$ cat src/rtl/sim_pkg.sv
// Shared types for the particle-simulation scheduler: the phase and
// handshake sub-state encodings, plus the default launch timeout.
// No ports. Imported by sim_scheduler and pass_launcher.
`timescale 1ns/1ps
package sim_pkg;

  // The encoding is visible on phase_out, so these values are fixed.
  typedef enum logic [1:0] {
    IDLE  = 2'd0,
    RESET = 2'd1,
    STEP  = 2'd2,
    DRAW  = 2'd3
  } phase_t;

  // Handshake with the pass that owns the current phase.
  typedef enum logic [1:0] {
    ISSUE   = 2'd0,
    WAIT_HI = 2'd1,
    WAIT_LO = 2'd2
  } launch_t;

  // Cycles to wait for busy before a launched pass counts as finished.
  // A pass that has zero particles to process never raises busy.
  localparam int unsigned DEFAULT_LAUNCH_TIMEOUT = 4;

endpackage

$ cat src/rtl/sim_scheduler_pass_launcher.sv
// pass_launcher: start/busy handshake shared by every pass of the scheduler.
// Ports: go_in requests a launch, busy_in is the selected pass's busy,
//        start_out is the one-cycle launch pulse, done_out marks completion.
`timescale 1ns/1ps
module pass_launcher
  import sim_pkg::*;
#(
  parameter int unsigned LAUNCH_TIMEOUT = DEFAULT_LAUNCH_TIMEOUT
) (
  input  logic clk_in,
  input  logic rst_in,
  input  logic go_in,
  input  logic busy_in,
  output logic start_out,
  output logic done_out
);

  // The counter only has to reach LAUNCH_TIMEOUT-1; keep at least one bit.
  localparam int CW = (LAUNCH_TIMEOUT > 1) ? $clog2(LAUNCH_TIMEOUT) : 1;
  localparam logic [CW-1:0] TMO_LAST = CW'(LAUNCH_TIMEOUT - 1);

  launch_t         state_q, state_d;
  logic [CW-1:0]   cnt_q, cnt_d;

  always_comb begin
    state_d   = state_q;
    cnt_d     = cnt_q;
    start_out = 1'b0;
    done_out  = 1'b0;
    case (state_q)
      // ISSUE doubles as the resting state: the pulse is only emitted
      // while the parent is in a non-IDLE phase.
      ISSUE: begin
        if (go_in) begin
          start_out = 1'b1;
          state_d   = WAIT_HI;
          cnt_d     = '0;
        end
      end
      WAIT_HI: begin
        if (busy_in) begin
          state_d = WAIT_LO;
        end else if (cnt_q == TMO_LAST) begin
          // Busy never came: treat as an empty pass.
          done_out = 1'b1;
          state_d  = ISSUE;
        end else begin
          cnt_d = cnt_q + 1'b1;
        end
      end
      WAIT_LO: begin
        if (!busy_in) begin
          done_out = 1'b1;
          state_d  = ISSUE;
        end
      end
      default: state_d = ISSUE;
    endcase
  end

  always_ff @(posedge clk_in or posedge rst_in) begin
    if (rst_in) begin
      state_q <= ISSUE;
      cnt_q   <= '0;
    end else begin
      state_q <= state_d;
      cnt_q   <= cnt_d;
    end
  end

endmodule

$ cat src/rtl/sim_scheduler.sv
// sim_scheduler: sequences the reset, step and draw passes and grants the
// single particle-RAM port to whichever pass owns the current phase.
// Ports: restart_in/frame_tick_in requests; per-pass start/busy/addr/data;
//        mem_* RAM port; phase_out, frame_count_out, overrun_out status.
`timescale 1ns/1ps
module sim_scheduler
  import sim_pkg::*;
#(
  parameter int unsigned ADDR_WIDTH     = 11,
  parameter int unsigned RAM_WIDTH      = 64,
  parameter int unsigned LAUNCH_TIMEOUT = DEFAULT_LAUNCH_TIMEOUT
) (
  input  logic                  clk_in,
  input  logic                  rst_in,
  input  logic                  restart_in,
  input  logic                  frame_tick_in,
  output logic                  rst_start_out,
  input  logic                  rst_busy_in,
  input  logic [ADDR_WIDTH-1:0] rst_addr_in,
  input  logic [RAM_WIDTH-1:0]  rst_data_in,
  output logic                  step_start_out,
  input  logic                  step_busy_in,
  input  logic [ADDR_WIDTH-1:0] step_addr_in,
  input  logic [RAM_WIDTH-1:0]  step_data_in,
  input  logic                  step_we_in,
  output logic                  draw_start_out,
  input  logic                  draw_busy_in,
  input  logic [ADDR_WIDTH-1:0] draw_addr_in,
  output logic [ADDR_WIDTH-1:0] mem_addr_out,
  output logic [RAM_WIDTH-1:0]  mem_data_out,
  output logic                  mem_we_out,
  output logic [1:0]            phase_out,
  output logic [15:0]           frame_count_out,
  output logic                  overrun_out
);

  phase_t      phase_q, phase_d;
  logic        init_q, init_d;
  logic        pend_q, pend_d;
  logic        ovr_q, ovr_d;
  logic [15:0] frame_q, frame_d;

  logic        pass_go;
  logic        pass_busy;
  logic        pass_start;
  logic        pass_done;

  // One launcher serves all phases; only the owning pass's busy is seen.
  assign pass_go = (phase_q != IDLE);

  always_comb begin
    pass_busy = 1'b0;
    case (phase_q)
      RESET:   pass_busy = rst_busy_in;
      STEP:    pass_busy = step_busy_in;
      DRAW:    pass_busy = draw_busy_in;
      default: pass_busy = 1'b0;
    endcase
  end

  pass_launcher #(
    .LAUNCH_TIMEOUT(LAUNCH_TIMEOUT)
  ) u_launcher (
    .clk_in   (clk_in),
    .rst_in   (rst_in),
    .go_in    (pass_go),
    .busy_in  (pass_busy),
    .start_out(pass_start),
    .done_out (pass_done)
  );

  assign rst_start_out  = pass_start && (phase_q == RESET);
  assign step_start_out = pass_start && (phase_q == STEP);
  assign draw_start_out = pass_start && (phase_q == DRAW);

  always_comb begin
    phase_d = phase_q;
    init_d  = init_q;
    pend_d  = pend_q;
    ovr_d   = ovr_q;
    frame_d = frame_q;
    case (phase_q)
      IDLE: begin
        // An uninitialised scheduler behaves as if a restart were pending.
        if (!init_q || restart_in || pend_q) begin
          phase_d = RESET;
          pend_d  = 1'b0;
          // A tick arriving behind an older pending restart is lost;
          // a tick coincident with a fresh restart is not an overrun.
          if (frame_tick_in && pend_q && !restart_in) begin
            ovr_d = 1'b1;
          end
        end else if (frame_tick_in) begin
          phase_d = STEP;
        end
      end
      RESET: begin
        // restart_in is deliberately ignored here.
        if (frame_tick_in) begin
          ovr_d = 1'b1;
        end
        // Completion clears overrun even against a same-cycle tick.
        if (pass_done) begin
          phase_d = IDLE;
          init_d  = 1'b1;
          frame_d = '0;
          ovr_d   = 1'b0;
        end
      end
      STEP: begin
        if (frame_tick_in) begin
          ovr_d = 1'b1;
        end
        if (restart_in) begin
          pend_d = 1'b1;
        end
        if (pass_done) begin
          phase_d = DRAW;
        end
      end
      DRAW: begin
        if (frame_tick_in) begin
          ovr_d = 1'b1;
        end
        if (restart_in) begin
          pend_d = 1'b1;
        end
        if (pass_done) begin
          phase_d = IDLE;
          frame_d = frame_q + 16'd1;
        end
      end
      default: phase_d = IDLE;
    endcase
  end

  always_ff @(posedge clk_in or posedge rst_in) begin
    if (rst_in) begin
      phase_q <= IDLE;
      init_q  <= 1'b0;
      pend_q  <= 1'b0;
      ovr_q   <= 1'b0;
      frame_q <= '0;
    end else begin
      phase_q <= phase_d;
      init_q  <= init_d;
      pend_q  <= pend_d;
      ovr_q   <= ovr_d;
      frame_q <= frame_d;
    end
  end

  // RAM port follows the registered phase, so an asynchronous reset
  // drops the write enable immediately.
  always_comb begin
    mem_addr_out = '0;
    mem_data_out = '0;
    mem_we_out   = 1'b0;
    case (phase_q)
      RESET: begin
        mem_addr_out = rst_addr_in;
        mem_data_out = rst_data_in;
        mem_we_out   = rst_busy_in;
      end
      STEP: begin
        mem_addr_out = step_addr_in;
        mem_data_out = step_data_in;
        mem_we_out   = step_we_in;
      end
      DRAW: begin
        mem_addr_out = draw_addr_in;
      end
      default: begin
        mem_addr_out = '0;
      end
    endcase
  end

  assign phase_out       = phase_q;
  assign frame_count_out = frame_q;
  assign overrun_out     = ovr_q;

endmodule

$ cat config.mk
export PLATFORM = sky130hd
export DESIGN_NAME = sim_scheduler
export DESIGN_NICKNAME = d
export VERILOG_FILES = /design/src/rtl/sim_pkg.sv /design/src/rtl/sim_scheduler_pass_launcher.sv /design/src/rtl/sim_scheduler.sv
export SDC_FILE = /design/constraint.sdc
export NUM_CORES = 1
export LEC_CHECK = 0
export ABC_AREA = 1
export ABC_CLOCK_PERIOD_IN_PS = 1560
export BUFFER_PORTS_ARGS = -buffer_cell sky130_fd_sc_hd__clkbuf_2
export CAP_MARGIN = 20
export CELL_PAD_IN_SITES_DETAIL_PLACEMENT = 1
export CELL_PAD_IN_SITES_GLOBAL_PLACEMENT = 2
export CORE_ASPECT_RATIO = 1.1
export CORE_MARGIN = 2
export CORE_UTILIZATION = 14
export DETAILED_ROUTE_END_ITERATION = 8
export MAX_ROUTING_LAYER = met4
export PLACE_DENSITY_LB_ADDON = 0.12
export SETUP_SLACK_MARGIN = 0.02
export SLEW_MARGIN = 40
export SYNTH_ARGS = -nofsm -noshare
export SYNTH_HDL_FRONTEND = slang
export SYNTH_SLANG_ARGS = --single-unit
export TNS_END_PERCENT = 30
$ cat constraint.sdc
create_clock -name clk_in -period 1.56 [get_ports clk_in]
set_input_delay 0.156 -clock clk_in [delete_from_list [all_inputs] [get_ports clk_in]]
set_output_delay 0.156 -clock clk_in [all_outputs]
set_load 0.02 [all_outputs]
==> results.md, run 1 <==
- Outcome: complete, but fails checks
- Failing checks: setup timing
- Fin. Hold Viols: 0
- Vias in the first global route: 4844
- CP endpoint kind: output pin
- Crit-path cells: inv_4, ha_4, buf_12, nand2_1, a21oi_4, clkbuf_8
- Sequential cell area: 628 um2
- GPL Wtd Cong: 0.789
- IO Pins: 267
- CTS tree: built
- Setup violations, final: 103
- Worst setup margin: -345 ps
- Worst EP required: 1400 ps
- Final Max Slew Viols: 0
- Routed Antenna Nets: 0
- Max-cap violations: 0
- Worst skew pair latency: 270 ps
- Peak VDD IR: 0.806 mV
- Hpwl dp: 14.8 mm
- WL/cell: 16.8 um
- First-pass GRT wire length: 27.3 mm
- Input/output buffers: 266
- Length in cells of the worst reg-to-reg path: 12
- Fillers: 2526
- Synth-to-layout area growth: 120%
- Max Fclk: 525 MHz
- H-tree depth: 1
- Remaining DRCs: 0
- Yosys synthesis warning count: 0
- Post-layout min period: 1900 ps
- Max clock buf depth: 2
- N_diodes: 0
- CP max stage delay: 440 ps
- Min-Delay Path Class: in2reg
- Core area: 20600 um2
- Crit path max-delay family: buffers and inverters
- Number of cells on the critical path: 6
- #FFs+latches synth: 25
- Clock Sink Count: 25
- Chip width: 142 um
- Critical path class: reg2out
- Multi-input gate area: 2640 um2
- Critical path destination: mem_data_out[6]
- Mapped cell area: 2930 um2
- FP Rows: 55
- Initial antenna violation count: 0
- Layout Nets: 1014
- RSZ-0062 raised after global routing: true
- Crit path max fanout: 18
- Layout Utilization: 31.4%
- Final period utilization: 122%
- Total Wirelength: 18.3 mm
- GR Overflow Total: 0
- Skew final: 3.27 ps
- Worst slew pin tran: 500 ps
- Layout cells sized above 1: 55.2%
- Slowest-stage cell, CP: dfrtp_2
- Worst-path clk slew: 60 ps
- Sequential-to-total area share from yosys stat: 21.3%
- WHS: 255 ps
- Initial Util: 14.2%
- CTS Buf Count: 3
- CP arrival: 1750 ps
- Via total after detailed routing: 4614
- Reg2reg setup slack: -280 ps
- Total Routing Usage GR: 16.2%
- Mapped Nets: 708
- Die span in y: 156 um
- Violation count after the first detailed-route iteration: 97
- Distinct cells, synth: 27
- Largest net degree at the start of global routing: 24
- Launch point of the worst path: phase_out[1]
- Post-Synthesis Cells: 528
- Mean Syn Cell Area: 5.55 um2
- Worst Path Buf+Inv: 3
- DRT Pass-1 Iters: 4
- Static Leak: 3.04 nW
- PD cells: 1660 nW/um2
- Root Buffer: clkbuf_16
- Drt via density: 4.24
- RR Startpoint: phase_out[0]
- CP startpoint kind: register
- Reg2reg end: frame_count_out[13]
- Total power: 10.7 mW
- Rel. slew slack: 66.6%
- Die area: 22100 um2
## cell families after synthesis
kind of cell | count (synthesis) | synth area share (%)
flops | 25 | 21.3
buf+inv | 74 | 10.7
xor+xnor | 2 | 0.598
compound gates | 97 | 18.3
simple gates | 319 | 44.4
fa+ha+maj | 11 | 4.69
## tightest hold or removal path, delay by kind of cell
kind / cells / cell delay, ps
compound gates: 1 / 60
buf+inv: 1 / 110
simple gates: 2 / 150
## final cells by class
type,count,share of cell area [%]
flip-flops and latches,25,9.72
clock buffers,4,1.22
repair buffers,332,40.4
inverters,43,2.81
well taps,256,4.96
multi-input cells,429,40.9
## report_power, final
part	total [mW]	internal (mW)	switching (mW)	leakage (nW)
clock	0.598	0.351	0.248	0.0382
sequential	0.909	0.787	0.123	0.319
combinational	9.23	4.17	5.06	2.68
total	10.7	5.31	5.43	3.04
## cell usage after synthesis (all sizes together)
cell    number  area (um2)
buf         14        85.1
o21ai       24         146
nand3       36         180
a31oi        1        6.26
inv         43         164
nand4        8        50.1
ha          11         138
nor2        27         118
dfrtp       25         626
nand2      243         925
o21a         1        7.51
nor3         2        10.0
clkbuf      17        63.8
or2          3        18.8
a21oi       67         335
a21o         1        7.51
xor2         2        17.5
o21bai       2        15.0
a21boi       1        18.8
## per-stage QoR
step,setup TNS [ps],area [um2],instances,worst slack [ps]
2_1_floorplan,-6030,3520,528,-133
5_1_grt,-35190,6460,1089,-407
3_5_place_dp,-4360,5420,1067,-124
6_report,-26250,6460,1089,-345
3_3_place_gp,-1230,5420,1067,-58.4
4_1_cts,-29540,6100,1083,-347
## registers in the layout, summed over array words and instances (netlist names)
register,count
u_launcher.state_q,2
init_q,1
phase_out,2
u_launcher.cnt_q,2
overrun_out,1
pend_q,1
frame_count_out,16
## worst min-delay path by stage
stage | slack, ps | cells past startpoint | start | to
after CTS | 240 | 4 | restart_in | pend_q
after detailed placement | 180 | 2 | rst_in | init_q
after global routing | 270 | 4 | restart_in | pend_q
final | 250 | 4 | restart_in | pend_q
after global placement | 190 | 2 | rst_in | init_q
after floorplan | 180 | 1 | rst_in | frame_count_out[0]
## metal layers
layer | global-route usage, % | wire (um)
met2 | 31.4 | 10100
met3 | 2.67 | 978
met4 | 3.10 | 174
met1 | 17.2 | 6990
met5 | - | 0
## placed cells by master, fill, tap and decap left out, types with 3 or more instances in the layout
cell type / instances
nand2_1: 215
clkbuf_2: 194
buf_4: 56
a21oi_2: 36
inv_1: 35
nand3_1: 33
a21oi_4: 30
clkbuf_8: 30
nand2_2: 24
nor2_1: 23
buf_6: 23
dfrtp_1: 23
buf_12: 14
o21ai_0: 9
nand4_1: 8
o21ai_1: 8
o21ai_2: 7
ha_1: 7
inv_4: 5
clkbuf_16: 5
buf_8: 5
ha_4: 4
nand2_4: 3
nand3_2: 3
or2_2: 3
nor2_4: 3
buf_16: 3
## repair_timing
action / 4_1_cts / 5_1_grt
endpoints found under the setup margin: 102 / 103
hold endpoints to repair: 9 / 0
hold buffers: 1 / 0
setup buffers: 7 / 4
gates cloned: 4 / 3
gates resized for setup: 97 / 137
pin swaps: 4 / 8
No activity file was read; power rests on OpenSTA's default activity.
==> run 2: changes to the inputs <==
--- a/config.mk
+++ b/config.mk
@@ -5,7 +5,6 @@
 export SDC_FILE = /design/constraint.sdc
 export NUM_CORES = 1
 export LEC_CHECK = 0
-export ABC_AREA = 1
 export ABC_CLOCK_PERIOD_IN_PS = 1560
 export BUFFER_PORTS_ARGS = -buffer_cell sky130_fd_sc_hd__clkbuf_2
 export CAP_MARGIN = 20
@@ -13,7 +12,7 @@
 export CELL_PAD_IN_SITES_GLOBAL_PLACEMENT = 2
 export CORE_ASPECT_RATIO = 1.1
 export CORE_MARGIN = 2
-export CORE_UTILIZATION = 14
+export CORE_UTILIZATION = 16
 export DETAILED_ROUTE_END_ITERATION = 8
 export MAX_ROUTING_LAYER = met4
 export PLACE_DENSITY_LB_ADDON = 0.12
==> run 2 against run 1 <==
  * The flow still finishes with violations (setup timing)
  * Clock power is 5.5% higher
  * Via count is 10% lower
  * Die area is 18% lower
  * Global-route usage is 1.2 points higher
  * Fmax is 11% lower
  * Power is 7.3% lower
  * Design area is 18% lower
  * First-iteration DRC count is 31% higher
  * Sequential share of layout area is 2.1 points higher
  * Critical endpoint is now frame_count_out[14]
==> results.md, run 2 <==
- Outcome: complete, but fails checks
- Failing checks: setup timing
- Slowest-stage cell, CP: or4_4
- Synth area leader: dfrtp_1
- GPL Wtd Cong: 0.766 (-2.9%)
- FP Rows: 50 (-9.1%)
- Peak VDD IR: 0.690 mV (-14%)
- Layout Nets: 830 (-18%)
- Worst-path clk slew: 80 ps (+20 ps)
- Remaining DRCs: 0 (unchanged)
- Skew final: 4.58 ps (+1.30 ps)
- Die area: 18100 um2 (-18%)
- DRT Pass-1 Iters: 5 (+1)
- Synth-to-layout area growth: 94.3%
- Critical path class: reg2reg
- CP arrival: 2300 ps (+550 ps)
- Post-Synthesis Cells: 347 (-34%)
- Clock Sink Count: 25 (unchanged)
- Final period utilization: 138% (+15 points)
- Placed Area: 4650 um2 (-14%)
- Max clock buf depth: 2 (unchanged)
- CP max stage delay: 510 ps (+70 ps)
- Violation count after the first detailed-route iteration: 127 (+31%)
- IO Pins: 267 (unchanged)
- Total Wirelength: 17.8 mm (-2.7%)
- CTS Buf Count: 3 (unchanged)
- Sequential-to-total area share from yosys stat: 22.9% (+1.6 points)
- Setup violations, final: 103 (unchanged)
- #FFs+latches synth: 25 (unchanged)
- Initial antenna violation count: 1 (+1)
- GR Overflow Total: 0 (unchanged)
- Fin. Hold Viols: 0 (unchanged)
- Cell total after placement: 840 (-21%)
- CP endpoint kind: register
- Worst Path Buf+Inv: 1 (-2)
- Fillers: 2070 (-18%)
- Max-cap violations: 0 (unchanged)
- Commonest cells in the netlist: nor2b_1 (68), a22oi_1 (65), clkbuf_1 (30)
- Final Max Slew Viols: 0 (unchanged)
- Worst slew pin tran: 425 ps (-75.1 ps)
- Hpwl dp: 12.5 mm (-16%)
- WL/cell: 20.7 um (+23%)
- Post-synth EDFFs: 0 (unchanged)
- Largest net degree at the start of global routing: 82 (+240%)
- Vias in the first global route: 4287 (-11%)
- Min-Delay Path Class: in2reg
- Root Buffer: clkbuf_16
- RSZ-0062 raised after global routing: true
- Layout cells sized above 1: 57.2% (+1.9 points)
- Layout Utilization: 31.4% (about the same)
- Distinct cells, synth: 44 (+63%)
- Routed Antenna Nets: 0 (unchanged)
- Crit path max fanout: 4 (-14)
- First-pass GRT wire length: 23.9 mm (-12%)
- Total Routing Usage GR: 17.4% (+1.2 points)
- Worst EP required: 1720 ps (+320 ps)
- Core area: 16900 um2 (-18%)
- Mean Syn Cell Area: 7.86 um2 (+42%)
- Worst slack, placed: -588 ps (-465 ps)
- Drt via density: 4.82 (+14%)
- Mapped Nets: 527 (-26%)
- PD cells: 1880 nW/um2 (+13%)
- Worst setup margin: -586 ps (-241 ps)
- Synth top area cells: dfrtp_1 (23%), a22oi_1 (18%), nor2b_1 (16%), ha_1 (5.0%), a222oi_1 (4.4%)
- Ys flop type: dfrtp_1
- Static Leak: 2.59 nW (-15%)
- Post-layout min period: 2150 ps (+241 ps)
- Crit-path cells: ha_2, a222oi_1, buf_4, o2111ai_4, or4_4, mux2_4
- Most frequent cells in the layout: clkbuf_2 (199), a22oi_1 (64), nor2b_1 (61), clkbuf_4 (61), buf_4 (48)
- CTS tree: built
- Mapped cell area: 2730 um2 (-6.9%)
- Die span in y: 141 um (-9.5%)
- Commonest non-fill, non-tap cell in the layout: clkbuf_2
- Worst skew pair latency: 270 ps (about the same)
- Chip width: 129 um (-9.5%)
- Input/output buffers: 266 (unchanged)
- H-tree depth: 1 (unchanged)
- Rel. slew slack: 71.7% (+5.0 points)
- CP startpoint kind: register
- Crit path max-delay family: simple AND/OR/NAND/NOR gates
- Max FFs per register: 16 (unchanged)
- Final Cell Area: 5300 um2 (-18%)
- Max Fclk: 466 MHz (-11%)
- Layout Cells excl Fill: 859 (-21%)
- Via total after detailed routing: 4137 (-10%)
- Ys async rst share: 100% (unchanged)
- Yosys synthesis warning count: 0 (unchanged)
- Top-count cell post-synth: nor2b_1
- Initial Util: 16.2% (+1.9 points)
- Post-synth top area share: 22.9% (-7.8 points)
==> run 2: cell count changes in the layout (fill, tap and decap cells not counted), sizes merged, moves of 29 or more <==
cell / delta
inv: -31
a22oi: +65
clkbuf: +39
a21oi: -53
nand3: -29
nor2b: +68
buf: -41
nand2: -232
==> run 2: power breakdown <==
part / switching, mW / leakage [nW] / internal [mW]
combinational: 4.66 / 2.22 / 3.74
clock: 0.275 / 0.0415 / 0.356
sequential: 0.118 / 0.326 / 0.797
total: 5.05 / 2.59 / 4.90
==> run 2: worst paths after layout <==
check | from | end | slack, ps | cells after the start
hold reg to reg | init_q | init_q | 480 | 1
setup reg to reg | phase_out[0] | frame_count_out[14] | -590 | 6
hold / removal | frame_tick_in | overrun_out | 220 | 3
min in group asynchronous | rst_in | frame_count_out[15] | 480 | 4
max in group asynchronous | rst_in | phase_out[0] | 800 | 4
setup / recovery | phase_out[0] | frame_count_out[14] | -590 | 6
==> run 2: kinds of logic (layout without fill, tap and decap cells) <==
family	Yosys count	count (layout)	share of synthesized area, %
flops	25	25	22.9
compound gates	132	132	35.8
simple gates	132	132	28.3
mux	4	4	1.70
other cells	0	2	0
buf+inv	43	345	6.19
fa+ha+maj	11	11	5.04
==> run 2: what timing repair did <==
action                                  in CTS  in global routing
cloned                                       1                  9
hold endpoints to repair                    25                  0
hold buffers                                 1                  0
setup buffers                                2                  0
pin swaps                                   14                  9
gates resized for setup                     79                 26
endpoints found under the setup margin     103                103
==> run 2: per-layer routing <==
layer | wire length [um] | vias up | GRT usage, % | share of wire, %
met1 | 7140 | 2047 | 20.3 | 40
met4 | 148 | 0 | 3.03 | 0.83
met2 | 9370 | 140 | 30.7 | 53
met3 | 1100 | 10 | 4.10 | 6.2
met5 | 0 | - | - | 0
li1 | - | 1940 | - | -
==> run 2: worst register-to-register path: stages (launching register included) <==
cell and delay, ps:
dfrtp_2 450, ha_2 210, a222oi_1 260, buf_4 180
o2111ai_4 120, or4_4 510, mux2_4 310
==> run 2: metrics by stage <==
step	power, mW	TNS, ps	hold WS, ps
after floorplan	5.25	-38060	183
after global placement	7.73	-22840	223
after global routing	10.7	-50350	221
after CTS	9.12	-47920	216
after detailed placement	7.80	-26400	229
final	9.95	-41030	219
==> run 2: final cells by class <==
cell class              count  area, um2  share of cell area, %
clock buffers               3       75.1                   1.42
inverters                  11       41.3                  0.779
diodes                      2       5.00                 0.0944
multi-input cells         279       2090                   39.3
flip-flops and latches     25        628                   11.8
well taps                 208        260                   4.91
repair buffers            330       2200                   41.4
clock inverters             1       8.76                  0.165
==> run 3: changes to the inputs <==
--- a/config.mk
+++ b/config.mk
@@ -17,6 +17,7 @@
 export MAX_ROUTING_LAYER = met4
 export PLACE_DENSITY_LB_ADDON = 0.12
 export SETUP_SLACK_MARGIN = 0.02
+export SKIP_LAST_GASP = 1
 export SLEW_MARGIN = 40
 export SYNTH_ARGS = -nofsm -noshare
 export SYNTH_HDL_FRONTEND = slang
==> run 3 against run 2 <==
  * Hold slack improved by 11 ps
  * Die area did not move
  * Largest cell class is now multi-input combinational cells
  * Register-to-register slack is essentially flat
  * Design area decreased by 5.2%
  * Worst setup slack worse by 1.5 ps
  * Critical path type unchanged
  * Critical endpoint unchanged
  * Sequential share of layout area increased by 0.65 points
  * Non-clock buffer count decreased by 1
  * Highest routed layer unchanged
  * Clock power grew 0.8%
  * Sequential power about the same
  * Fmax hardly changed
  * The run still ends with setup timing left
  * Largest power group unchanged
==> results.md, run 3 (synthesis results as in run 2) <==
- CP max stage delay: 510 ps (about the same)
- CP arrival: 2300 ps (about the same)
- Setup violations, final: 103 (unchanged)
- Max Fclk: 466 MHz (about the same)
- Peak VDD IR: 0.644 mV (-6.7%)
- Cell total after placement: 840 (unchanged)
- Clk pwr share: 6.7% (+0.4 points)
- Via total after detailed routing: 4107 (-0.73%)
- Worst skew pair latency: 270 ps (about the same)
- Layout Cells excl Fill: 857 (-0.23%)
- Violation count after the first detailed-route iteration: 168 (+32%)
- Max clock buf depth: 2 (unchanged)
- Vias in the first global route: 4230 (-1.3%)
- First-pass GRT wire length: 23.6 mm (-1.6%)
- Remaining DRCs: 0 (unchanged)
- P_int: 4.50 mW (-8.0%)
- Clock Sink Count: 25 (unchanged)
- Post-layout min period: 2150 ps (+1.49 ps)
- Min-Delay Path Class: in2reg
- RSZ-0062 raised after global routing: true
- Chip width: 129 um (unchanged)
- Fillers: 2082 (+0.58%)
- PD cells: 1880 nW/um2 (+0.35%)
- Seq pwr share: 9.7% (+0.5 points)
- CTS Buf Count: 3 (unchanged)
- CP endpoint kind: register
- FP Rows: 50 (unchanged)
- Worst setup margin: -587 ps (-1.49 ps)
- Static Leak: 2.55 nW (-1.5%)
- Routed Antenna Nets: 0 (unchanged)
- Outcome: complete, but fails checks
- Die span in y: 141 um (unchanged)
- DRT Pass-1 Iters: 4 (-1)
- GR Overflow Total: 0 (unchanged)
- IO Pins: 267 (unchanged)
- Slowest-stage cell, CP: or4_4
- Worst EP required: 1720 ps (about the same)
- Layout cells sized above 1: 54.5% (-2.7 points)
- Fin. Hold Viols: 0 (unchanged)
- Largest net degree at the start of global routing: 82 (unchanged)
- Critical path class: reg2reg
- Worst slew pin tran: 426 ps (+0.783 ps)
- Worst-path clk slew: 80 ps (about the same)
- Max FFs per register: 16 (unchanged)
- Total Wirelength: 17.4 mm (-2.2%)
- CP startpoint kind: register
- Crit-path cells: ha_2, a222oi_1, buf_4, o2111ai_4, or4_4, mux2_4
- Failing checks: setup timing
- Net switching power: 4.97 mW (-1.8%)
- Layout Nets: 829 (-0.12%)
- Synth-to-layout area growth: 84.2%
- Multi-input gate area: 2010 um2 (-3.8%)
- Die area: 18100 um2 (unchanged)
- Final period utilization: 138% (about the same)
- Drt via density: 4.79 (-0.49%)
- H-tree depth: 1 (unchanged)
- Total power: 9.47 mW (-4.8%)
- Final Max Slew Viols: 0 (unchanged)
- Initial Util: 16.2% (unchanged)
- WL/cell: 20.3 um (-2.0%)
- Sequential cell area: 628 um2 (unchanged)
- Core area: 16900 um2 (unchanged)
- Hpwl dp: 12.5 mm (unchanged)
- Gate power share: 83.6% (-0.9 points)
- Skew final: 6.10 ps (+1.52 ps)
- CTS tree: built
- Root Buffer: clkbuf_16
- Total Routing Usage GR: 17.2% (-0.24 points)
- GPL Wtd Cong: 0.766 (unchanged)
- Switching Fraction: 52.4% (+1.6 points)
- Input/output buffers: 266 (unchanged)
- Worst slack, placed: -588 ps (unchanged)
- Commonest non-fill, non-tap cell in the layout: clkbuf_2
- Rel. slew slack: 71.6% (about the same)
- Most frequent cells in the layout: clkbuf_2 (261), a22oi_1 (65), nor2b_1 (61), buf_4 (50), dfrtp_1 (23)
- Initial antenna violation count: 1 (unchanged)
- Layout Utilization: 29.8% (-1.6 points)
- Crit path max fanout: 4 (unchanged)
- Max-cap violations: 0 (unchanged)
## run 3: stage by stage
| step | setup TNS (ps) | hold WS [ps] | instance area [um2] |
|---|---|---|---|
| 4_1_cts | -50790 | 216 | 4830 |
| 5_1_grt | -51930 | 221 | 5030 |
| 3_5_place_dp | -26400 | 229 | 4650 |
| 6_report | -41660 | 230 | 5030 |
| 3_3_place_gp | -22840 | 223 | 4650 |
| 2_1_floorplan | -38060 | 183 | 2770 |
## run 3: critical path: cells and delay by family, from the launching register on
kind,cells,cell delay (ps)
mux,1,310
buf+inv,1,180
simple gates,1,510
fa+ha+maj,1,200
flops,1,450
compound gates,2,390
## run 3: per-layer routing
metal	global-route usage, %	vias up	wire length (um)
met4	2.86	0	120
met3	4.21	8	1100
met2	30.2	140	9070
met1	20.1	2025	7080
li1	-	1934	-
met5	-	-	0
## run 3: final timing paths
path | startpoint | to | slack, ps | depth (start not counted)
setup / recovery | phase_out[0] | frame_count_out[14] | -590 | 6
max in group asynchronous | rst_in | phase_out[0] | 800 | 4
setup reg to reg | phase_out[0] | frame_count_out[14] | -590 | 6
min in group asynchronous | rst_in | frame_count_out[11] | 480 | 4
hold / removal | frame_tick_in | overrun_out | 230 | 3
hold reg to reg | init_q | init_q | 480 | 1
## run 3: cell type report
class                      instances  share of cell area, %
antenna                            1                 0.0498
timing repair buffer             329                   39.9
clock buffer                       3                   1.49
inverter                          11                  0.821
multi-input combinational        279                   39.9
tap                              208                   5.18
clock inverter                     1                  0.174
sequential                        25                   12.5
## run 3: power by group through the flow
stage / clock, mW / sequential, mW / combinational, mW
after global routing: 0.683 / 0.936 / 8.57
after global placement: 0 / 0.910 / 6.82
final: 0.636 / 0.915 / 7.92
after detailed placement: 0 / 0.916 / 6.89
after floorplan: 0 / 1.02 / 4.23
after CTS: 0.649 / 0.918 / 7.20
## run 3: what timing repair did
action	4_1_cts	5_1_grt
setup endpoints to repair	103	104
setup buffers	2	0
gates resized for setup	7	12
hold endpoints to repair	25	0
pin swaps	3	4
cloned	1	8
hold buffers	1	0
